**config.mk**
```make
export PLATFORM = sky130hd
export DESIGN_NAME = block_task_dispatcher
export DESIGN_NICKNAME = d
export VERILOG_FILES = /design/src/rtl/block_task_dispatcher_pkg.sv /design/src/rtl/block_task_dispatcher_layer_issue_seq.sv /design/src/rtl/block_task_dispatcher.sv
export SDC_FILE = /design/constraint.sdc
export NUM_CORES = 1
export LEC_CHECK = 0
export CORE_ASPECT_RATIO = 1.1
export CORE_MARGIN = 2
export CORE_UTILIZATION = 30
export CTS_CLUSTER_DIAMETER = 30
export CTS_CLUSTER_SIZE = 20
export DETAILED_ROUTE_END_ITERATION = 7
export DONT_BUFFER_PORTS = 1
export RECOVER_POWER = 50
export REMOVE_ABC_BUFFERS = 1
export SYNTH_ARGS = -nofsm -noshare
export SYNTH_HDL_FRONTEND = slang
export SYNTH_HIERARCHICAL = 1
export SYNTH_SLANG_ARGS = --single-unit
```
**constraint.sdc**
```tcl
create_clock -name clk_i -period 5 [get_ports clk_i]
set_input_delay 1 -clock clk_i [delete_from_list [all_inputs] [get_ports clk_i]]
set_output_delay 1 -clock clk_i [all_outputs]
set_load 0.02 [all_outputs]
```
**src/rtl/block_task_dispatcher_pkg.sv**
```systemverilog
// Shared encodings for the block task dispatcher: schedule/block types, compute kinds and FSM states.
package block_task_dispatcher_pkg;

    localparam logic       BLOCK0_CIM_BLOCK1_NPU = 1'b0;
    localparam logic       BLOCK0_NPU_BLOCK1_CIM = 1'b1;

    // Bit 1 selects block0 direction, bit 0 selects block1 direction (1 = backward).
    localparam logic [1:0] FORWARD_FORWARD       = 2'b00;
    localparam logic [1:0] FORWARD_BACKWARD      = 2'b01;
    localparam logic [1:0] BACKWARD_FORWARD      = 2'b10;
    localparam logic [1:0] BACKWARD_BACKWARD     = 2'b11;

    localparam logic [7:0] FORWARD_COMPUTE       = 8'h01;
    localparam logic [7:0] BACKWARD_COMPUTE      = 8'h02;

    typedef enum logic [1:0] {T_IDLE, T_RUN, T_FINISH} top_state_e;
    typedef enum logic [1:0] {S_IDLE, S_ISSUE, S_WAIT, S_DONE} seq_state_e;

    function automatic logic [7:0] block_kind(input logic [1:0] block_type, input logic blk);
        logic bwd;
        bwd = blk ? (block_type == FORWARD_BACKWARD || block_type == BACKWARD_BACKWARD)
                  : (block_type == BACKWARD_FORWARD || block_type == BACKWARD_BACKWARD);
        return bwd ? BACKWARD_COMPUTE : FORWARD_COMPUTE;
    endfunction

endpackage

```
**src/rtl/block_task_dispatcher_layer_issue_seq.sv**
```systemverilog
// Per-engine layer sequencer: issues one task per layer, waits for its done pulse, then moves on.
module layer_issue_seq
    import block_task_dispatcher_pkg::*;
#(
    parameter int CNT_W  = 8,
    parameter int ADDR_W = 32
) (
    input  logic              clk_i,
    input  logic              rst_ni,
    input  logic              go_i,
    input  logic              release_i,
    input  logic [31:0]       start_i,
    input  logic [CNT_W-1:0]  count_i,
    input  logic [7:0]        kind_i,
    output logic              task_valid_o,
    output logic [ADDR_W-1:0] task_addr_o,
    input  logic              task_ready_i,
    input  logic              task_done_i,
    output logic              done_o
);

    seq_state_e        state_reg;
    logic [CNT_W-1:0]  idx_reg;
    logic              valid_reg;
    logic [ADDR_W-1:0] addr_reg;
    logic [CNT_W:0]    idx_inc;

    // One extra bit so a full-range count terminates instead of wrapping.
    assign idx_inc = {1'b0, idx_reg} + (CNT_W+1)'(1);

    function automatic logic [ADDR_W-1:0] task_addr(input logic [CNT_W-1:0] idx);
        return ADDR_W'({kind_i, 8'h00}) + ADDR_W'(start_i) + ADDR_W'(idx);
    endfunction

    always_ff @(posedge clk_i or negedge rst_ni) begin
        if (!rst_ni) begin
            state_reg <= S_IDLE;
            idx_reg   <= '0;
            valid_reg <= 1'b0;
            addr_reg  <= '0;
        end else begin
            case (state_reg)
                S_IDLE: begin
                    if (go_i) begin
                        idx_reg <= '0;
                        if (count_i == '0) begin
                            state_reg <= S_DONE;
                        end else begin
                            state_reg <= S_ISSUE;
                            valid_reg <= 1'b1;
                            addr_reg  <= task_addr('0);
                        end
                    end
                end
                S_ISSUE: begin
                    if (task_ready_i) begin
                        valid_reg <= 1'b0;
                        state_reg <= S_WAIT;
                    end
                end
                S_WAIT: begin
                    if (task_done_i) begin
                        if (idx_inc == {1'b0, count_i}) begin
                            state_reg <= S_DONE;
                        end else begin
                            idx_reg   <= idx_inc[CNT_W-1:0];
                            addr_reg  <= task_addr(idx_inc[CNT_W-1:0]);
                            valid_reg <= 1'b1;
                            state_reg <= S_ISSUE;
                        end
                    end
                end
                S_DONE: begin
                    if (release_i) state_reg <= S_IDLE;
                end
                default: state_reg <= S_IDLE;
            endcase
        end
    end

    assign task_valid_o = valid_reg;
    assign task_addr_o  = addr_reg;
    assign done_o       = (state_reg == S_DONE);

endmodule

```
**src/rtl/block_task_dispatcher.sv**
```systemverilog
// Block task dispatcher top: captures a schedule decision and drives the NPU and CIM sequencers.
// Optional DISPATCH_PERF_EN adds a bubble-cycle counter output.
module block_task_dispatcher
    import block_task_dispatcher_pkg::*;
#(
    parameter int CNT_W  = 8,
    parameter int ADDR_W = 32
) (
    input  logic              clk_i,
    input  logic              rst_ni,
    input  logic              sched_valid_i,
    output logic              sched_ready_o,
    input  logic              schedule_type_i,
    input  logic [1:0]        block_type_i,
    input  logic [31:0]       block0_start_i,
    input  logic [31:0]       block1_start_i,
    input  logic [CNT_W-1:0]  block0_count_i,
    input  logic [CNT_W-1:0]  block1_count_i,
    output logic              npu_task_valid_o,
    input  logic              npu_task_ready_i,
    output logic [ADDR_W-1:0] npu_task_addr_o,
    input  logic              npu_done_i,
    output logic              cim_task_valid_o,
    input  logic              cim_task_ready_i,
    output logic [ADDR_W-1:0] cim_task_addr_o,
    input  logic              cim_done_i,
    output logic              schedule_finish_o
`ifdef DISPATCH_PERF_EN
    ,
    output logic [31:0]       perf_bubble_cycles_o
`endif
);

    top_state_e       state_reg;
    logic             ready_reg;
    logic             finish_reg;
    logic             type_reg;
    logic [1:0]       btype_reg;
    logic [31:0]      b0_start_reg, b1_start_reg;
    logic [CNT_W-1:0] b0_count_reg, b1_count_reg;

    logic             hs;
    logic             npu_seq_done, cim_seq_done;

    assign hs = sched_valid_i & ready_reg;

    // While idle the sequencers see the live inputs so they can start on the handshake edge itself.
    logic             cur_type;
    logic [1:0]       cur_btype;
    logic [31:0]      cur_s0, cur_s1;
    logic [CNT_W-1:0] cur_c0, cur_c1;
    logic             cim_is_b0;

    assign cur_type  = ready_reg ? schedule_type_i : type_reg;
    assign cur_btype = ready_reg ? block_type_i    : btype_reg;
    assign cur_s0    = ready_reg ? block0_start_i  : b0_start_reg;
    assign cur_s1    = ready_reg ? block1_start_i  : b1_start_reg;
    assign cur_c0    = ready_reg ? block0_count_i  : b0_count_reg;
    assign cur_c1    = ready_reg ? block1_count_i  : b1_count_reg;
    assign cim_is_b0 = (cur_type == BLOCK0_CIM_BLOCK1_NPU);

    always_ff @(posedge clk_i or negedge rst_ni) begin
        if (!rst_ni) begin
            state_reg    <= T_IDLE;
            ready_reg    <= 1'b1;
            finish_reg   <= 1'b0;
            type_reg     <= 1'b0;
            btype_reg    <= '0;
            b0_start_reg <= '0;
            b1_start_reg <= '0;
            b0_count_reg <= '0;
            b1_count_reg <= '0;
        end else begin
            finish_reg <= 1'b0;
            case (state_reg)
                T_IDLE: begin
                    if (hs) begin
                        type_reg     <= schedule_type_i;
                        btype_reg    <= block_type_i;
                        b0_start_reg <= block0_start_i;
                        b1_start_reg <= block1_start_i;
                        b0_count_reg <= block0_count_i;
                        b1_count_reg <= block1_count_i;
                        ready_reg    <= 1'b0;
                        state_reg    <= T_RUN;
                    end
                end
                T_RUN: begin
                    if (npu_seq_done && cim_seq_done) begin
                        finish_reg <= 1'b1;
                        state_reg  <= T_FINISH;
                    end
                end
                T_FINISH: begin
                    ready_reg <= 1'b1;
                    state_reg <= T_IDLE;
                end
                default: state_reg <= T_IDLE;
            endcase
        end
    end

    assign sched_ready_o     = ready_reg;
    assign schedule_finish_o = finish_reg;

    layer_issue_seq #(.CNT_W(CNT_W), .ADDR_W(ADDR_W)) u_npu_seq (
        .clk_i        (clk_i),
        .rst_ni       (rst_ni),
        .go_i         (hs),
        .release_i    (state_reg == T_FINISH),
        .start_i      (cim_is_b0 ? cur_s1 : cur_s0),
        .count_i      (cim_is_b0 ? cur_c1 : cur_c0),
        .kind_i       (block_kind(cur_btype, cim_is_b0)),
        .task_valid_o (npu_task_valid_o),
        .task_addr_o  (npu_task_addr_o),
        .task_ready_i (npu_task_ready_i),
        .task_done_i  (npu_done_i),
        .done_o       (npu_seq_done)
    );

    layer_issue_seq #(.CNT_W(CNT_W), .ADDR_W(ADDR_W)) u_cim_seq (
        .clk_i        (clk_i),
        .rst_ni       (rst_ni),
        .go_i         (hs),
        .release_i    (state_reg == T_FINISH),
        .start_i      (cim_is_b0 ? cur_s0 : cur_s1),
        .count_i      (cim_is_b0 ? cur_c0 : cur_c1),
        .kind_i       (block_kind(cur_btype, !cim_is_b0)),
        .task_valid_o (cim_task_valid_o),
        .task_addr_o  (cim_task_addr_o),
        .task_ready_i (cim_task_ready_i),
        .task_done_i  (cim_done_i),
        .done_o       (cim_seq_done)
    );

`ifdef DISPATCH_PERF_EN
    logic [31:0] bubble_reg;

    // Bubble = one engine already drained while the other is still working.
    always_ff @(posedge clk_i or negedge rst_ni) begin
        if (!rst_ni) begin
            bubble_reg <= '0;
        end else if (hs) begin
            bubble_reg <= '0;
        end else if (state_reg == T_RUN && (npu_seq_done ^ cim_seq_done)
                     && bubble_reg != 32'hFFFF_FFFF) begin
            bubble_reg <= bubble_reg + 32'd1;
        end
    end

    assign perf_bubble_cycles_o = bubble_reg;
`endif

endmodule

```
-- After elaboration in Yosys (flattened, before gate mapping)
Cells that the tools add are included.
- register bits: 173
- input port bits: 90
- output and inout bits: 68
- word-level logic and storage cells: 138
- add/sub/neg operators: 6
- equality and inequality tests: 27
- multiplexer cells: 63
- bitwise operators: 1
- reduce and logical (&&, ||, !) cells: 24
- operators with widths (operator ; count):
    two-way mux 32 bit ; 12
    one-hot mux 32 bit (2 select lines) ; 2
    two-way mux 8 bit ; 9
    adder 10 x 32 -> 32 bit ; 2
    adder 32 x 8 -> 32 bit ; 2
    two-way mux 2 bit ; 16
    one-hot mux 8 bit (2 select lines) ; 2
    inequality test 2 bit (second input constant) ; 12
    adder 8 x 1 -> 9 bit (second input constant) ; 2
    equality test 9 x 8 -> 1 bit ; 2
    logical NOT 8 bit ; 2
    two-way mux 1 bit ; 16
    one-hot mux 2 bit (4 select lines) ; 2
    AND reduction 4 bit ; 4
    equality test 2 bit (second input constant) ; 7
    AND reduction 6 bit ; 2
    AND reduction 5 bit ; 2
    equality test 2 x 1 -> 1 bit (second input constant) ; 4
    logical NOT 2 bit ; 3
    one-hot mux 1 bit (3 select lines) ; 2
    AND reduction 2 bit ; 3
    nonzero test 2 bit ; 3
    nonzero test 3 bit ; 2
    inequality test 2 x 1 -> 1 bit (second input constant) ; 2
    other kinds (5) ; 6

-- Depth between registers and ports, before layout
- word-level depth: 10
- depth in mapped cells: 15
- depth with buffers taken out: 13

-- Hierarchy
The synthesis kept the hierarchy.
- by module, submodules not included (module ; times used ; cells each ; area an instance (sq um) ; sequential area each (sq um)):
    block_task_dispatcher ; 1 ; 465 ; 6125.9 ; 2178.3
    layer_issue_seq (u_npu_seq) ; 1 ; 453 ; 3702.3 ; 1076.0
    layer_issue_seq (u_cim_seq) ; 1 ; 415 ; 3674.8 ; 1076.0

-- Least setup slack after synthesis
No wires, ideal clock.
- path type: input to register
- start point: in schedule_type_i
- end point: reg u_npu_seq.addr_reg[30], in the netlist u_npu_seq/task_addr_o[30]
- library setup time: 133 ps
- arrival: 4722 ps
- required time: 4867 ps
- setup slack: 144 ps
- stages: 14
- buffers on the path: 2
- cell sequence: buf_2 buf_2 mux2i_1 mux2i_1 ha_1 fa_1 a211oi_1 o21a_1 xor2_1 or4_4 or4b_4 or2_0 o311ai_1 nand3_1
- word-level cells in the longest chain between the ends: 8
- elaborated cells between the ends (all ways): 17
- those cells by class: 2 x add/sub; 3 x eq/ne; 10 x mux; 2 x reduce/logical
- RTL lines (element ; line ; text):
    start: declaration ; block_task_dispatcher.sv:13 ; input logic schedule_type_i,
    two-way mux 1 bit * ; block_task_dispatcher.sv:54 ; assign cur_type = ready_reg ? schedule_type_i : type_reg;
    two-way mux 1 bit ; block_task_dispatcher_pkg.sv:21 ; bwd = blk ? (block_type == FORWARD_BACKWARD || block_type == BACKWARD_BACKWARD)
    two-way mux 2 bit ; block_task_dispatcher_pkg.sv:23 ; return bwd ? BACKWARD_COMPUTE : FORWARD_COMPUTE;
    adder 10 x 32 -> 32 bit ; block_task_dispatcher_layer_issue_seq.sv:32 ; return ADDR_W'({kind_i, 8'h00}) + ADDR_W'(start_i) + ADDR_W'(idx);
    adder 32 x 8 -> 32 bit ; block_task_dispatcher_layer_issue_seq.sv:32 ;
    two-way mux 32 bit ; block_task_dispatcher_layer_issue_seq.sv:63 ; if (idx_inc == {1'b0, count_i}) begin
    two-way mux 32 bit ; block_task_dispatcher_layer_issue_seq.sv:62 ; if (task_done_i) begin
    one-hot mux 32 bit (2 select lines) ; block_task_dispatcher_layer_issue_seq.sv:42 ; case (state_reg)
    end signal: assignment ; block_task_dispatcher_layer_issue_seq.sv:51 ; addr_reg <= task_addr('0);
    end signal: assignment ; block_task_dispatcher_layer_issue_seq.sv:67 ; addr_reg <= task_addr(idx_inc[CNT_W-1:0]);
    end: declaration ; block_task_dispatcher_layer_issue_seq.sv:25 ; logic [ADDR_W-1:0] addr_reg;
Mark *: on every way between the ends. The rest lies on a longest branch, timed or not. The select of a mux whose other input is x is not followed.
A chain may end at the register's enable or synchronous reset.

-- Worst setup path in the final report
- start point: reg ready_reg, in the netlist sched_ready_o
- end point: reg u_npu_seq.addr_reg[31], in the netlist u_npu_seq/task_addr_o[31]
- word-level cells in the longest chain between the ends: 10
- elaborated cells between the ends (all ways): 29
- those cells by class: 2 x add/sub; 7 x eq/ne; 15 x mux; 1 x bitwise; 4 x reduce/logical
- RTL lines (element ; line ; text):
    start: declaration ; block_task_dispatcher.sv:35 ; logic ready_reg;
    start signal: assignment ; block_task_dispatcher.sv:65 ; ready_reg <= 1'b1;
    start signal: assignment ; block_task_dispatcher.sv:84 ; ready_reg <= 1'b0;
    start signal: assignment ; block_task_dispatcher.sv:95 ; ready_reg <= 1'b1;
    two-way mux 2 bit ; block_task_dispatcher.sv:55 ; assign cur_btype = ready_reg ? block_type_i : btype_reg;
    equality test 2 x 1 -> 1 bit (tied with other cells) ; block_task_dispatcher_pkg.sv:21 ;
    logical OR 1 bit, on equally long branches ; block_task_dispatcher_pkg.sv:21, block_task_dispatcher_pkg.sv:22 ;
    two-way mux 1 bit ; block_task_dispatcher_pkg.sv:21 ;
    two-way mux 2 bit ; block_task_dispatcher_pkg.sv:23 ;
    adder 10 x 32 -> 32 bit ; block_task_dispatcher_layer_issue_seq.sv:32 ;
    adder 32 x 8 -> 32 bit ; block_task_dispatcher_layer_issue_seq.sv:32 ;
    two-way mux 32 bit ; block_task_dispatcher_layer_issue_seq.sv:63 ;
    two-way mux 32 bit ; block_task_dispatcher_layer_issue_seq.sv:62 ;
    one-hot mux 32 bit (2 select lines) ; block_task_dispatcher_layer_issue_seq.sv:42 ;
Parallel ways exist; a longest one is shown, timed or not. The select of a mux whose other input is x is not followed.

==> results.md <==
* Result of the run: completed
* Top post-synthesis cells by count: mux2i_1, dfrtp_1, nand2_1, o21ai_0, mux2_4
* Leakage dissipation at 6.22 nW
* Net switching power at about 0.0050 W
* Depth of the CTS H-tree at 4
* Fin crit period at 4590 ps
* Relative slew slack at 0.407
* Worst R2R End: u_npu_seq/task_addr_o[31]
* Top cell type's share of synthesized area at 0.319
* CTS tree: yes
* Peak supply drop at 0.000247 V
* Total global routing track utilization at 0.156
* Antenna-violating nets left at 0
* Synth-to-layout area growth at 8.63%
* Total Negative Setup Slacks at 0 ps
* Clock tree sinks at 173
* Slowest stage cell on the critical path: dfstp_4
* Highest cell delay on the worst timing path at 720 ps
* Worst EP required at about 5400 ps
* Count of endpoints failing hold in the final timing report at 0
* Number of buffer cells added on primary ports at 0
* Root buf cell: clkbuf_16
* Placeable Area at 0.0445 mm²
* Share of flip-flops with an asynchronous set or reset after synthesis at 1.00
* Reg2Reg Depth at 11
* Sum of routed wire length over all layers at 36100 µm
* Final critical-path share of the clock period at 0.919
* RSZ-0062 raised after global routing: false
* Aggregate global routing overflow at 0
* Count of different cell masters after synthesis at 93
* Sequential Power Share at 0.277
* Number of placed instances, taps included at 1882
* Ports placed on the boundary at approximately 160
* Hold crit path type: in -> async
* Maximum number of pins on one net before global-route repair at 174
* Max frequency at 0.218 GHz
* Power Internal at 0.00563 W
* Number of violations reported at the end of detailed-routing iteration 0 at 607
* Area leader, netlist: dfrtp_1
* Number of max-slew violations in the final report at 0
* Number of setup buffers added after CTS at 0
* Count of mapped cells out of synthesis at 1333
* Net count reported at finish at 1448
* Clk slew on worst S/H paths at 70 ps
* Antenna diode count at 0
* CP startpoint kind: flip-flop
* Post-Place Cell Area at 0.0141 mm²
* Remaining design rule violation count at 0
* Crit path DAT at 4950 ps
* Count of cells resized by post-cts repair at 0
* Sequential area share after synthesis at 0.321
* Clock buffers created by TritonCTS at 17
* Total power divided by cell area at 724 mW/mm²
* Number of antenna violations at the first check in global routing at 0
* Via count of the first global-routing pass at 10200
* Final setup fails at 0
* Global-route wire length before repair at 56700 µm
* Kind of critical path: reg -> reg
* Reg2Reg Launch Point: sched_ready_o
* Skew-Pair Late Insertion Delay at 450 ps
* Switching share of power at 0.470
* Cell-by-cell listing of the critical path: buf_4, buf_4, mux2i_1, nand2_1, nor4_1, nand2_1, or3_1, xor2_1, nor4_1, a31oi_1, o31ai_1
* Number of maximum-capacitance constraint violations at 0
* Post-synth EDFFs at 0
* Count of standard-cell rows at 81
* Share of cells above drive strength 1 at 0.127
* Synthesis Warnings at 6
* CTS hold repair buffers at 0
* Final routed wire length divided by cell count at 18.9 µm
* Final HPWL from detailed placement at 27300 µm
* Filler Cell Count at approximately 4500
* Post-synthesis average cell area at between 10 and 15 µm²
* Portion of total power attributed to the clock network at 0.124
* Top-count cell post-synth: mux2i_1
* Vertical die dimension at approximately 230 µm
* Vias at 9932
* Routability congestion estimate at roughly 0.86
* Setup slack of the worst register-to-register path at between 400 and 500 ps
* CTS max path bufs at 2
* Final core utilization at 0.330
* Endpoint class of the critical path: flip-flop
* Largest cells by area after synthesis: dfrtp_1, mux2i_1, mux2_4
* Die area at 0.0467 mm²
* Post-route cell area at 0.0147 mm²
* Worst Clk Skew at 8.73 ps
* First-pass DRT Iterations at 5
* Number of standard cells in the final layout excluding fillers at 1913
* Worst Tran Pin Value at about 900 ps
* Flip-flop cell with the highest count after synthesis: dfrtp_1
* Largest fanout of any net on the critical path at 22
* Die outline width at roughly 210 µm
* Synth Cell Area at about 0.014 mm²
* Initial standard-cell utilization of the core at 0.303
* Via density at a little over 5
* Combinational group share of total power at 0.598
* Flip-flop and latch count after synthesis at 173
==> cell usage in the layout, fill, tap and decap left out, drive strengths merged, types with 34 or more instances in the layout <==
cell type    n
dfrtp      172
mux2        87
mux2i      257
nand2      118
xor2        50
nor2        53
nand3       41
xnor2       58
a21oi       37
o21ai       99
ha          34
==> stage by stage <==
stage               power (W)  hold WS (ps)  setup WS (ps)
floorplan             0.00786           440          -1460
global placement      0.00913           459            298
detailed placement    0.00927           470            250
CTS                    0.0107           219            501
global route           0.0115           215            184
finish                 0.0106           241            405
==> per-layer routing <==
layer	up-vias	routed length, µm	GRT usage
li1	4852	-	-
met3	38	2490	0.0539
met2	184	17300	0.260
met1	4858	15300	0.184
met5	-	0	0
met4	0	1040	0.0571
==> power by group through the flow <==
| stage | logic (W) | registers (W) | clock network (W) |
|---|---|---|---|
| after floorplan | 0.00494 | 0.00292 | 0 |
| after global placement | 0.00617 | 0.00296 | 0 |
| after detailed placement | 0.00629 | 0.00299 | 0 |
| after CTS | 0.00633 | 0.00297 | 0.00136 |
| after global routing | 0.00704 | 0.00307 | 0.00141 |
| final | 0.00636 | 0.00295 | 0.00132 |
==> logic make-up after synthesis <==
kind of cell	after synthesis	share of synthesized area
compound gates	238	0.115
xor+xnor	113	0.0791
fa+ha+maj	38	0.0374
buf+inv	84	0.0316
flops	173	0.321
mux	344	0.280
other cells	1	0.000278
simple gates	342	0.136
==> critical path: cells and delay by family (launching register included) <==
kind	cells	cell delay, ps
AOI/OAI and AO/OA	2	410
xor gates and xnor gates	1	200
buffers and inverters	2	870
DFF	1	720
muxes	1	450
and+or+nand+nor	5	1820
==> area by class of cell <==
| type | instances | area, µm² | share of cell area |
|---|---|---|---|
| Clock buffer | 24 | 472 | 0.0322 |
| Clock inverter | 7 | 90.1 | 0.00614 |
| Inverter | 21 | 78.8 | 0.00537 |
| Multi-Input combinational cell | 1087 | 8790 | 0.599 |
| Sequential cell | 173 | 4340 | 0.296 |
| Tap cell | 581 | 727 | 0.0496 |
| Timing Repair Buffer | 20 | 175 | 0.0119 |
==> how the worst max path moves through the flow <==
stage	start	to	depth (start not counted)	slack (ps)
after CTS	sched_ready_o	u_npu_seq/task_addr_o[28]	12	500
after floorplan	type_reg	u_npu_seq/task_addr_o[26]	12	-1460
after global placement	schedule_type_i	u_npu_seq/task_addr_o[30]	12	300
final	sched_ready_o	u_npu_seq/task_addr_o[31]	11	410
after detailed placement	schedule_type_i	u_npu_seq/task_addr_o[30]	12	250
after global routing	sched_ready_o	u_npu_seq/task_addr_o[31]	11	180
(Power assumes the default switching activity.)
